===== src/rtl/circuito_pwm_core_pkg.sv =====
// Shared types for the servo PWM core.
//
// Contents:
//   LarguraW   - width of the pulse-width selector
//   largura_t  - pulse-width selector type (any of the eight codes is legal)
package circuito_pwm_core_pkg;

    localparam int unsigned LarguraW = 3;

    typedef logic [LarguraW-1:0] largura_t;

endpackage


===== src/rtl/contador_m.sv =====
// Modulo-M up-counter.
//
// Counts 0 .. M-1 and wraps to 0 while conta is high. zera_s clears
// synchronously and has priority over conta.
//
// Ports:
//   clock   - rising-edge clock
//   reset   - asynchronous active-low reset (Q = 0)
//   zera_s  - synchronous clear
//   conta   - count enable
//   Q       - current count, N bits
//   fim     - high while Q == M-1
//   meio    - high while Q == M/2-1
module contador_m #(
    parameter int unsigned M = 10,
    parameter int unsigned N = 4
) (
    input  logic         clock,
    input  logic         reset,
    input  logic         zera_s,
    input  logic         conta,
    output logic [N-1:0] Q,
    output logic         fim,
    output logic         meio
);

    localparam logic [N-1:0] Ultimo = N'(M - 1);
    localparam logic [N-1:0] Metade = N'(M / 2 - 1);

    logic [N-1:0] q_d, q_q;

    always_comb begin
        q_d = q_q;
        if (zera_s) begin
            q_d = '0;
        end else if (conta) begin
            q_d = (q_q == Ultimo) ? '0 : q_q + 1'b1;
        end
    end

    always_ff @(posedge clock or negedge reset) begin
        if (!reset) begin
            q_q <= '0;
        end else begin
            q_q <= q_d;
        end
    end

    assign Q    = q_q;
    assign fim  = (q_q == Ultimo);
    assign meio = (q_q == Metade);

endmodule


===== src/rtl/circuito_pwm_core.sv =====
// Servo-style PWM generator: fixed period, eight selectable high times.
//
// The period counter runs 0 .. conf_periodo-1. Each edge the output register
// takes (contagem < active width), so pwm lags the counter by one cycle and
// stays high for exactly "active width" cycles per period.
//
// By default the active width is latched from largura on the last cycle of
// each period, so a mid-period change only affects the next period and pulses
// are never truncated. Defining PWM_IMMEDIATE_UPDATE_EN bypasses the latch and
// compares against the live selection every cycle.
//
// Ports:
//   clock    - rising-edge clock
//   reset    - asynchronous active-low reset (counter 0, width largura_000, pwm 0)
//   largura  - 3-bit pulse-width selector
//   pwm      - registered PWM output
//
// Build option: PWM_IMMEDIATE_UPDATE_EN
module circuito_pwm_core
    import circuito_pwm_core_pkg::*;
#(
    parameter int unsigned conf_periodo = 1000000,
    parameter int unsigned largura_000  = 35000,
    parameter int unsigned largura_001  = 45700,
    parameter int unsigned largura_010  = 56450,
    parameter int unsigned largura_011  = 67150,
    parameter int unsigned largura_100  = 77850,
    parameter int unsigned largura_101  = 88550,
    parameter int unsigned largura_110  = 99300,
    parameter int unsigned largura_111  = 110000
) (
    input  logic     clock,
    input  logic     reset,
    input  largura_t largura,
    output logic     pwm
);

    localparam int unsigned N = (conf_periodo > 1) ? $clog2(conf_periodo) : 1;

    // Widths are compared at counter width; wider values are truncated.
    localparam logic [N-1:0] L000 = N'(largura_000);
    localparam logic [N-1:0] L001 = N'(largura_001);
    localparam logic [N-1:0] L010 = N'(largura_010);
    localparam logic [N-1:0] L011 = N'(largura_011);
    localparam logic [N-1:0] L100 = N'(largura_100);
    localparam logic [N-1:0] L101 = N'(largura_101);
    localparam logic [N-1:0] L110 = N'(largura_110);
    localparam logic [N-1:0] L111 = N'(largura_111);

    function automatic logic [N-1:0] seleciona(input largura_t sel);
        logic [N-1:0] w;
        unique case (sel)
            3'b000: w = L000;
            3'b001: w = L001;
            3'b010: w = L010;
            3'b011: w = L011;
            3'b100: w = L100;
            3'b101: w = L101;
            3'b110: w = L110;
            3'b111: w = L111;
        endcase
        return w;
    endfunction

    logic [N-1:0] contagem;
    logic         fim;
    logic         meio_unused;
    logic [N-1:0] largura_ativa;
    logic         pwm_d, pwm_q;

    contador_m #(
        .M (conf_periodo),
        .N (N)
    ) u_contador (
        .clock  (clock),
        .reset  (reset),
        .zera_s (1'b0),
        .conta  (1'b1),
        .Q      (contagem),
        .fim    (fim),
        .meio   (meio_unused)
    );

`ifdef PWM_IMMEDIATE_UPDATE_EN
    logic fim_unused;

    assign fim_unused    = fim;
    assign largura_ativa = seleciona(largura);
`else
    logic [N-1:0] largura_reg_d, largura_reg;

    // Reload only on the last cycle of the period so every pulse is whole.
    always_comb begin
        largura_reg_d = largura_reg;
        if (fim) begin
            largura_reg_d = seleciona(largura);
        end
    end

    always_ff @(posedge clock or negedge reset) begin
        if (!reset) begin
            largura_reg <= L000;
        end else begin
            largura_reg <= largura_reg_d;
        end
    end

    assign largura_ativa = largura_reg;
`endif

    // Unsigned compare: width 0 never drives high, width >= period never drops.
    always_comb begin
        pwm_d = (contagem < largura_ativa);
    end

    always_ff @(posedge clock or negedge reset) begin
        if (!reset) begin
            pwm_q <= 1'b0;
        end else begin
            pwm_q <= pwm_d;
        end
    end

    assign pwm = pwm_q;

endmodule


===== config.mk =====
export PLATFORM = sky130hd
export DESIGN_NAME = circuito_pwm_core
export DESIGN_NICKNAME = d
export VERILOG_FILES = /design/src/rtl/circuito_pwm_core_pkg.sv /design/src/rtl/contador_m.sv /design/src/rtl/circuito_pwm_core.sv
export SDC_FILE = /design/constraint.sdc
export NUM_CORES = 1
export LEC_CHECK = 0
export BUFFER_PORTS_ARGS = -buffer_cell sky130_fd_sc_hd__buf_2
export CORE_MARGIN = 3
export CORE_UTILIZATION = 56
export CTS_BUF_LIST = sky130_fd_sc_hd__clkbuf_8 sky130_fd_sc_hd__clkbuf_16
export DETAILED_ROUTE_END_ITERATION = 6
export PLACE_DENSITY = 0.79
export SLEW_MARGIN = 20
export SYNTH_ARGS = -nofsm -noshare
export SYNTH_HDL_FRONTEND = slang
export SYNTH_SLANG_ARGS = --single-unit

===== constraint.sdc =====
create_clock -name clock -period 1.9 [get_ports clock]
set_input_delay 0.38 -clock clock [delete_from_list [all_inputs] [get_ports clock]]
set_output_delay 0.38 -clock clock [all_outputs]
set_load 0.01 [all_outputs]

==> results of run 1 <==
metrics by stage:
stage / hold WS [ns] / area (µm²) / instances
6_report: 0.124 / 2610 / 302
4_1_cts: 0.137 / 2540 / 294
3_5_place_dp: 0.453 / 2440 / 286
2_1_floorplan: 0.0844 / 2230 / 220
5_1_grt: 0.162 / 2610 / 302
3_3_place_gp: 0.448 / 2440 / 286
worst max-delay path by stage:
stage / from / to / slack [ns] / cells after the start
6_report: u_contador.Q[7]$_DFF_PN0_ / largura_ativa[13]$_DFFE_PN0N_ / 0.1 / 5
5_1_grt: u_contador.Q[7]$_DFF_PN0_ / largura_ativa[13]$_DFFE_PN0N_ / 0.02 / 5
4_1_cts: u_contador.Q[0]$_DFF_PN0_ / largura_ativa[13]$_DFFE_PN0N_ / 0.05 / 6
3_5_place_dp: u_contador.Q[0]$_DFF_PN0_ / largura_ativa[13]$_DFFE_PN0N_ / 0.07 / 6
3_3_place_gp: u_contador.Q[7]$_DFF_PN0_ / largura_ativa[13]$_DFFE_PN0N_ / 0.13 / 5
2_1_floorplan: u_contador.Q[0]$_DFF_PN0_ / largura_ativa[13]$_DFFE_PN0N_ / 0.05 / 5
state kept, by name, indices dropped and copies added, names as in the netlist:
name and cells:
u_contador.Q 20, largura_ativa 16, pwm 1
cells in the final DEF, fill, tap and decap left out, types with 2 or more instances in the layout:
master and count:
nand4_1 6, and2_1 4, nand3_1 9, clkbuf_8 7, buf_2 5, and3_1 2, inv_1 19, o21ai_0 5
mux2i_1 10, nand2_1 14, dfstp_2 6, xor2_1 6, a21oi_1 10, a21o_1 5, nor3_1 5, buf_4 25
nand2b_1 5, mux2_2 5, xnor2_1 10, and4_1 2, ha_1 21, dfrtp_1 31, nor2_1 16, nor4_1 8
power groups by stage:
stage / combinational (W) / clock (W) / sequential [W]
6_report: 0.0000912 / 0.000603 / 0.000800
5_1_grt: 0.000105 / 0.000649 / 0.000800
4_1_cts: 0.0000927 / 0.000615 / 0.000800
3_5_place_dp: 0.0000919 / 0 / 0.000815
3_3_place_gp: 0.0000880 / 0 / 0.000814
2_1_floorplan: 0.0000529 / 0 / 0.000814
cell families (layout without fill, tap and decap cells):
family                   count (synthesis)  count (layout)  share of synthesized area [%]
AND/OR/NAND/NOR                         80              80                           21.1
XOR/XNOR                                16              16                           6.27
buffers and inverters                   24              58                           4.43
AO/OA/AOI/OAI                           26              26                           7.12
multiplexers                            15              15                           7.00
flip-flops                              37              37                           41.8
adder cells (fa/ha/maj)                 22              22                           12.3
layer usage:
| metal | vias to the layer above | GRT usage (%) | wire (µm) |
|---|---|---|---|
| li1 | 841 | - | - |
| met1 | 804 | 25.2 | 2070 |
| met2 | 28 | 34.2 | 2290 |
| met3 | 11 | 4.37 | 133 |
| met4 | 0 | 9.11 | 104 |
| met5 | - | 0 | 0 |
layout make-up:
class	count	area share, %
Multi-Input combinational cell	159	46.4
Tap cell	48	2.30
Timing Repair Buffer	31	8.93
Clock buffer	7	3.69
Clock inverter	1	0.192
Inverter	19	2.74
Sequential cell	37	35.8
repair_timing:
item                                    in CTS  in global routing
endpoints found under the setup margin       0                  5
hold buffers                                 0                  0
setup buffers                                0                  8
resized for setup                            0                  3
==> results.md, run 1 <==
* Storage element area at 933 µm²
* Flops & latches, synth at 37
* Leading area contributor after synthesis: dfrtp_1
* Setup TNS at 0 ns
* Cells after synthesis at 220
* Share of the synthesized area in the top cell type at 34.7%
* P_int at 0.00116 W
* Delay-heaviest family, CP: simple AND/OR/NAND/NOR gates
* R2r setup slk at 0.1 ns
* Sw Share at 22.6%
* Largest net degree at the start of global routing at 38
* Psw at 0.000338 W
* # setup viols final at 0
* Fin. max-slew vios at 0
* Max stage delay on crit path at 0.41 ns
* Syn nets at 247
* Crit-path cells: nor4_4, nand4_2, nor3_4, buf_12, mux2_2
* Layout cell share with drive strength beyond 1 at 22.8%
* Reg power frac at 53.5%
* Post-synth top flop: dfrtp_1
* CTS buffer count at 5
* Final core occ at 69.7%
* Clock-pin slew on the worst setup and hold paths at 0.07 ns
* Worst slew margin at 69.2%
* Wirelength per Cell at 15.2 µm
* Clock share of power at 40.4%
* Final setup margin at 0.0980 ns
* Crit share post-route at 94.8%
* Slowest-stage cell, CP: dfrtp_1
* Port Buffers at 5
* Starting DRC count in detailed routing at 96
* Max Freq at 555 MHz
* Critical path arrival at 1.98 ns
* Ys Warns at 0
* Final Hold Fails at 0
* Pre-antenna DRT Iters at 4
* Pwr per Cell Area at 573 mW/mm²
* Num Clock Sinks at 37
* Layout Area Growth over Synthesis at 16.8%
* CTS tree: built
* Worst path bufs/invs at 1
* Initial antenna violation count at 0
* GRT Util Overall at 20.4%
* Worst VDD drop at 0.511 mV
* Comb pwr share at 6.1%
* Crit Reg-Reg Endpoint: largura_ativa[13]$_DFFE_PN0N_
* Slew at the pin closest to its max-slew limit at 0.463 ns
* Diode count at 0
* Total grt overflow at 0
* Synth cell count leaders: 31 x dfrtp_1, 22 x ha_1, 19 x inv_1
* Via count at 1684
* Root Buffer: clkbuf_8
* Clk buf depth at 2
* Starting Density at 59.7%
* # nets final at 280
* DRC errors left at 0
* Leak Pwr at 1.27 nW
* Routed Antenna Nets at 0
* Pre-CTS setup slack at 0.0713 ns
* HP Class: input port to async pin
* Vias in the first global route at 1670
* Crit. End Element: flop
* Synth top area cells: dfrtp_1 35%, ha_1 12%, dfstp_2 7.1%, mux2i_1 4.5%, xnor2_1 3.9%
* Die Height at 69.2 µm
* Status: complete, no violations
* Worst-Skew Late Latency at 0.29 ns
* Worst Skew at 0.00727 ns
* R2R depth at 5
* Num rows at 22
* First-pass GRT wire length at 7680 µm
* Netlist cell types at 37
* Routability congestion estimate at 0.866
* Async SR Flop Fraction at 100%
* Number of synthesized flops with an enable pin at 0
* RSZ-0062 raised after global routing: no
* Cell with the most instances after synthesis: dfrtp_1
* Synthesized area at 0.00223 mm²
* Final Power at 0.00149 W
* Die X at 69.2 µm
* Period minus WS final at 1.80 ns
* H-tree depth at 2
* Seq/Total Area, Yosys at 41.8%
* Worst reg2reg startpoint: u_contador.Q[7]$_DFF_PN0_
* Vias per cell at 5.58
* I/O pin total at 6
* Crit Path Max Fanout at 11
* Die area at 0.00478 mm²
* Setup CP Type: flop to flop
* Area of the multi-input gates at 0.00121 mm²
* Worst Setup Start Kind: flop
* WL final at 4590 µm
* Post-DP HPWL at 3340 µm
* Max-cap viol count at 0
* # fillers at 299
* Core area at 0.00374 mm²
* Synth Area per Inst at 10.2 µm²
* Worst path required time at 2.08 ns
Power figures use the tool's default switching activity.
==> run 2: changes to the inputs <==
--- a/config.mk
+++ b/config.mk
@@ -11,6 +11,7 @@
 export CTS_BUF_LIST = sky130_fd_sc_hd__clkbuf_8 sky130_fd_sc_hd__clkbuf_16
 export DETAILED_ROUTE_END_ITERATION = 6
 export PLACE_DENSITY = 0.79
+export SETUP_SLACK_MARGIN = 0.1
 export SLEW_MARGIN = 20
 export SYNTH_ARGS = -nofsm -noshare
 export SYNTH_HDL_FRONTEND = slang
==> run 2 against run 1 <==
Effect of this change: via count decreased by 0.59%; clock-buffer cell count decreased by 1; power fell by 3.1%; die area unchanged; sequential share of layout area rose by 0.29 points; sequential cell count unchanged; sequential power about the same.
==> results.md, run 2 (synthesized netlist as in run 1, its figures left out) <==
* Status: complete, no violations (unchanged)
* Crit Path Max Fanout at 8 (was 11)
* Global routing usage on met2 at 32.0% (was 34.2%)
* Worst path required time at 2.08 ns (about the same)
* Fin. max-slew vios at 0 (unchanged)
* Met3 Usage GRT at 4.96% (was 4.37%)
* Layout cell share with drive strength beyond 1 at 21.7% (was 22.8%)
* Max-cap viol count at 0 (unchanged)
* RSZ-0062 raised after global routing: yes (was no)
* WL final at 4520 µm (was 4590 µm)
* Crit Reg-Reg Endpoint: largura_ativa[9]$_DFFE_PN0N_ (was largura_ativa[13]$_DFFE_PN0N_)
* Setup CP Type: flop to flop (unchanged)
* Final setup margin at 0.155 ns (was 0.0980 ns)
* Initial antenna violation count at 0 (unchanged)
* Clock-pin slew on the worst setup and hold paths at 0.07 ns (about the same)
* Vias in the first global route at 1649 (was 1670)
* Vias per cell at 5.64 (was 5.58)
* # setup viols final at 0 (unchanged)
* Routed Antenna Nets at 0 (unchanged)
* Final Hold Fails at 0 (unchanged)
* Clk buf depth at 2 (unchanged)
* HP Class: input port to async pin (unchanged)
* Slowest-stage cell, CP: dfrtp_1 (unchanged)
* Starting DRC count in detailed routing at 100 (was 96)
* Max Freq at 573 MHz (was 555 MHz)
* Post-DP HPWL at 3390 µm (was 3340 µm)
* I/O pin total at 6 (unchanged)
* Largest net degree at the start of global routing at 38 (unchanged)
* Most frequent cells in the layout: 31 x dfrtp_1, 21 x inv_1, 21 x ha_1 (was 31 x dfrtp_1, 25 x buf_4, 21 x ha_1)
* Setup TNS at 0 ns (unchanged)
* Layout Area Growth over Synthesis at 15.8% (was 16.8%)
* Met1 Track Usage GR at 24.5% (was 25.2%)
* Port Buffers at 5 (unchanged)
* Root Buffer: clkbuf_8 (unchanged)
* Wirelength per Cell at 15.2 µm (about the same)
* R2r setup slk at 0.16 ns (was 0.1 ns)
* Num rows at 22 (unchanged)
* Pre-CTS setup slack at 0.0948 ns (was 0.0713 ns)
* # nets final at 275 (was 280)
* Most Used Layer, Global Route: met2 (unchanged)
* CTS tree: built (unchanged)
* GRT Util Overall at 19.7% (was 20.4%)
* Worst-Skew Late Latency at 0.29 ns (about the same)
* Leak Pwr at 1.26 nW (was 1.27 nW)
* Worst slew margin at 69.0% (was 69.2%)
* Die X at 69.2 µm (unchanged)
* Die area at 0.00478 mm² (unchanged)
* Num Clock Sinks at 37 (unchanged)
* Commonest non-fill, non-tap cell in the layout: dfrtp_1 (unchanged)
* Crit-path cells: ha_4, and4_4, nand2_2, nor3_4, buf_12, mux2_2 (was nor4_4, nand4_2, nor3_4, buf_12, mux2_2)
* Pwr per Cell Area at 560 mW/mm² (was 573 mW/mm²)
* Largest register FFs at 20 (unchanged)
* Total grt overflow at 0 (unchanged)
* Pre-antenna DRT Iters at 4 (unchanged)
* R2R depth at 6 (was 5)
* Starting Density at 59.7% (unchanged)
* Worst VDD drop at 0.494 mV (was 0.511 mV)
* H-tree depth at 2 (unchanged)
* Crit. End Element: flop (unchanged)
* Worst Skew at 0.00490 ns (was 0.00727 ns)
* Period minus WS final at 1.74 ns (was 1.80 ns)
* Core area at 0.00374 mm² (unchanged)
* Slew at the pin closest to its max-slew limit at 0.466 ns (was 0.463 ns)
* Max stage delay on crit path at 0.43 ns (was 0.41 ns)
* Critical path arrival at 1.93 ns (was 1.98 ns)
* Worst Setup Start Kind: flop (unchanged)
* DRC errors left at 0 (unchanged)
* Die Height at 69.2 µm (unchanged)
* Diode count at 0 (unchanged)
* Worst reg2reg startpoint: u_contador.Q[1]$_DFF_PN0_ (was u_contador.Q[7]$_DFF_PN0_)
* Routability congestion estimate at 0.840 (was 0.866)
* Via count at 1674 (was 1684)
* Crit share post-route at 91.8% (was 94.8%)
* First-pass GRT wire length at 7490 µm (was 7680 µm)
* CTS buffer count at 5 (unchanged)
* Hold_ws at 0.119 ns (was 0.124 ns)
## run 2: cell types whose count changed in the layout (fill, tap and decap cells not counted), sizes merged
| cell | previous run | this run |
|---|---|---|
| buf | 31 | 26 |
| inv | 19 | 21 |
| clkbuf | 7 | 6 |
| clkinv | 1 | 0 |
## run 2: area by class of cell
| class | count | area, µm² |
|---|---|---|
| multi-input combinational | 159 | 1240 |
| fill | 299 | 1160 |
| sequential | 37 | 933 |
| timing repair buffer | 26 | 195 |
| clock buffer | 6 | 82.6 |
| inverter | 19 | 71.3 |
| tap | 48 | 60.1 |
| clock inverter | 2 | 7.51 |
## run 2: repair_timing
| item | CTS | global route |
|---|---|---|
| setup endpoints to repair | 11 | 17 |
| setup buffers | 1 | 1 |
| hold buffers | 0 | 0 |
| cloned | 0 | 0 |
| pin swaps | 1 | 2 |
| gates resized for setup | 1 | 3 |
## run 2: routing by layer
layer / wire [µm] / part of all wire [%] / vias up
met1: 2040 / 45 / 801
met2: 2180 / 48 / 35
li1: - / - / 828
met5: 0 / 0 / -
met3: 196 / 4.3 / 10
met4: 99 / 2.2 / 0
## run 2: power by group
group | switching (W) | internal (W) | total (W)
logic | 0.0000600 | 0.0000315 | 0.0000915
clock network | 0.000272 | 0.000285 | 0.000557
registers | 0.00000160 | 0.000798 | 0.000799
total | 0.000334 | 0.00111 | 0.00145
## run 2: worst max-delay path by stage
stage                     slack, ns  depth (start not counted)                             to                       from
after floorplan                0.09                          5  largura_ativa[13]$_DFFE_PN0N_  u_contador.Q[0]$_DFF_PN0_
after global placement         0.12                          4  largura_ativa[13]$_DFFE_PN0N_  u_contador.Q[8]$_DFF_PN0_
after detailed placement       0.09                          6  largura_ativa[11]$_DFFE_PN1N_  u_contador.Q[0]$_DFF_PN0_
after CTS                      0.14                          6   largura_ativa[9]$_DFFE_PN0N_  u_contador.Q[0]$_DFF_PN0_
after global routing           0.09                          7   largura_ativa[8]$_DFFE_PN0N_  u_contador.Q[1]$_DFF_PN0_
final                          0.16                          6   largura_ativa[9]$_DFFE_PN0N_  u_contador.Q[1]$_DFF_PN0_
## run 2: worst max-delay path: cells and delay by family, from the launching register on
family                   cells  cell delay [ns]
adder cells (fa/ha/maj)      1             0.18
flip-flops                   1             0.43
AND/OR/NAND/NOR              3             0.55
multiplexers                 1             0.33
buffers and inverters        1             0.15
## run 2: stage by stage
stage	power (W)	instance area, µm²	cells	util [%]
global route	0.00151	2590	297	69.1
global placement	0.000904	2440	287	65.2
floorplan	0.000866	2240	220	-
finish	0.00145	2590	297	69.1
CTS	0.00146	2560	296	68.3
detailed placement	0.000906	2440	287	65.2
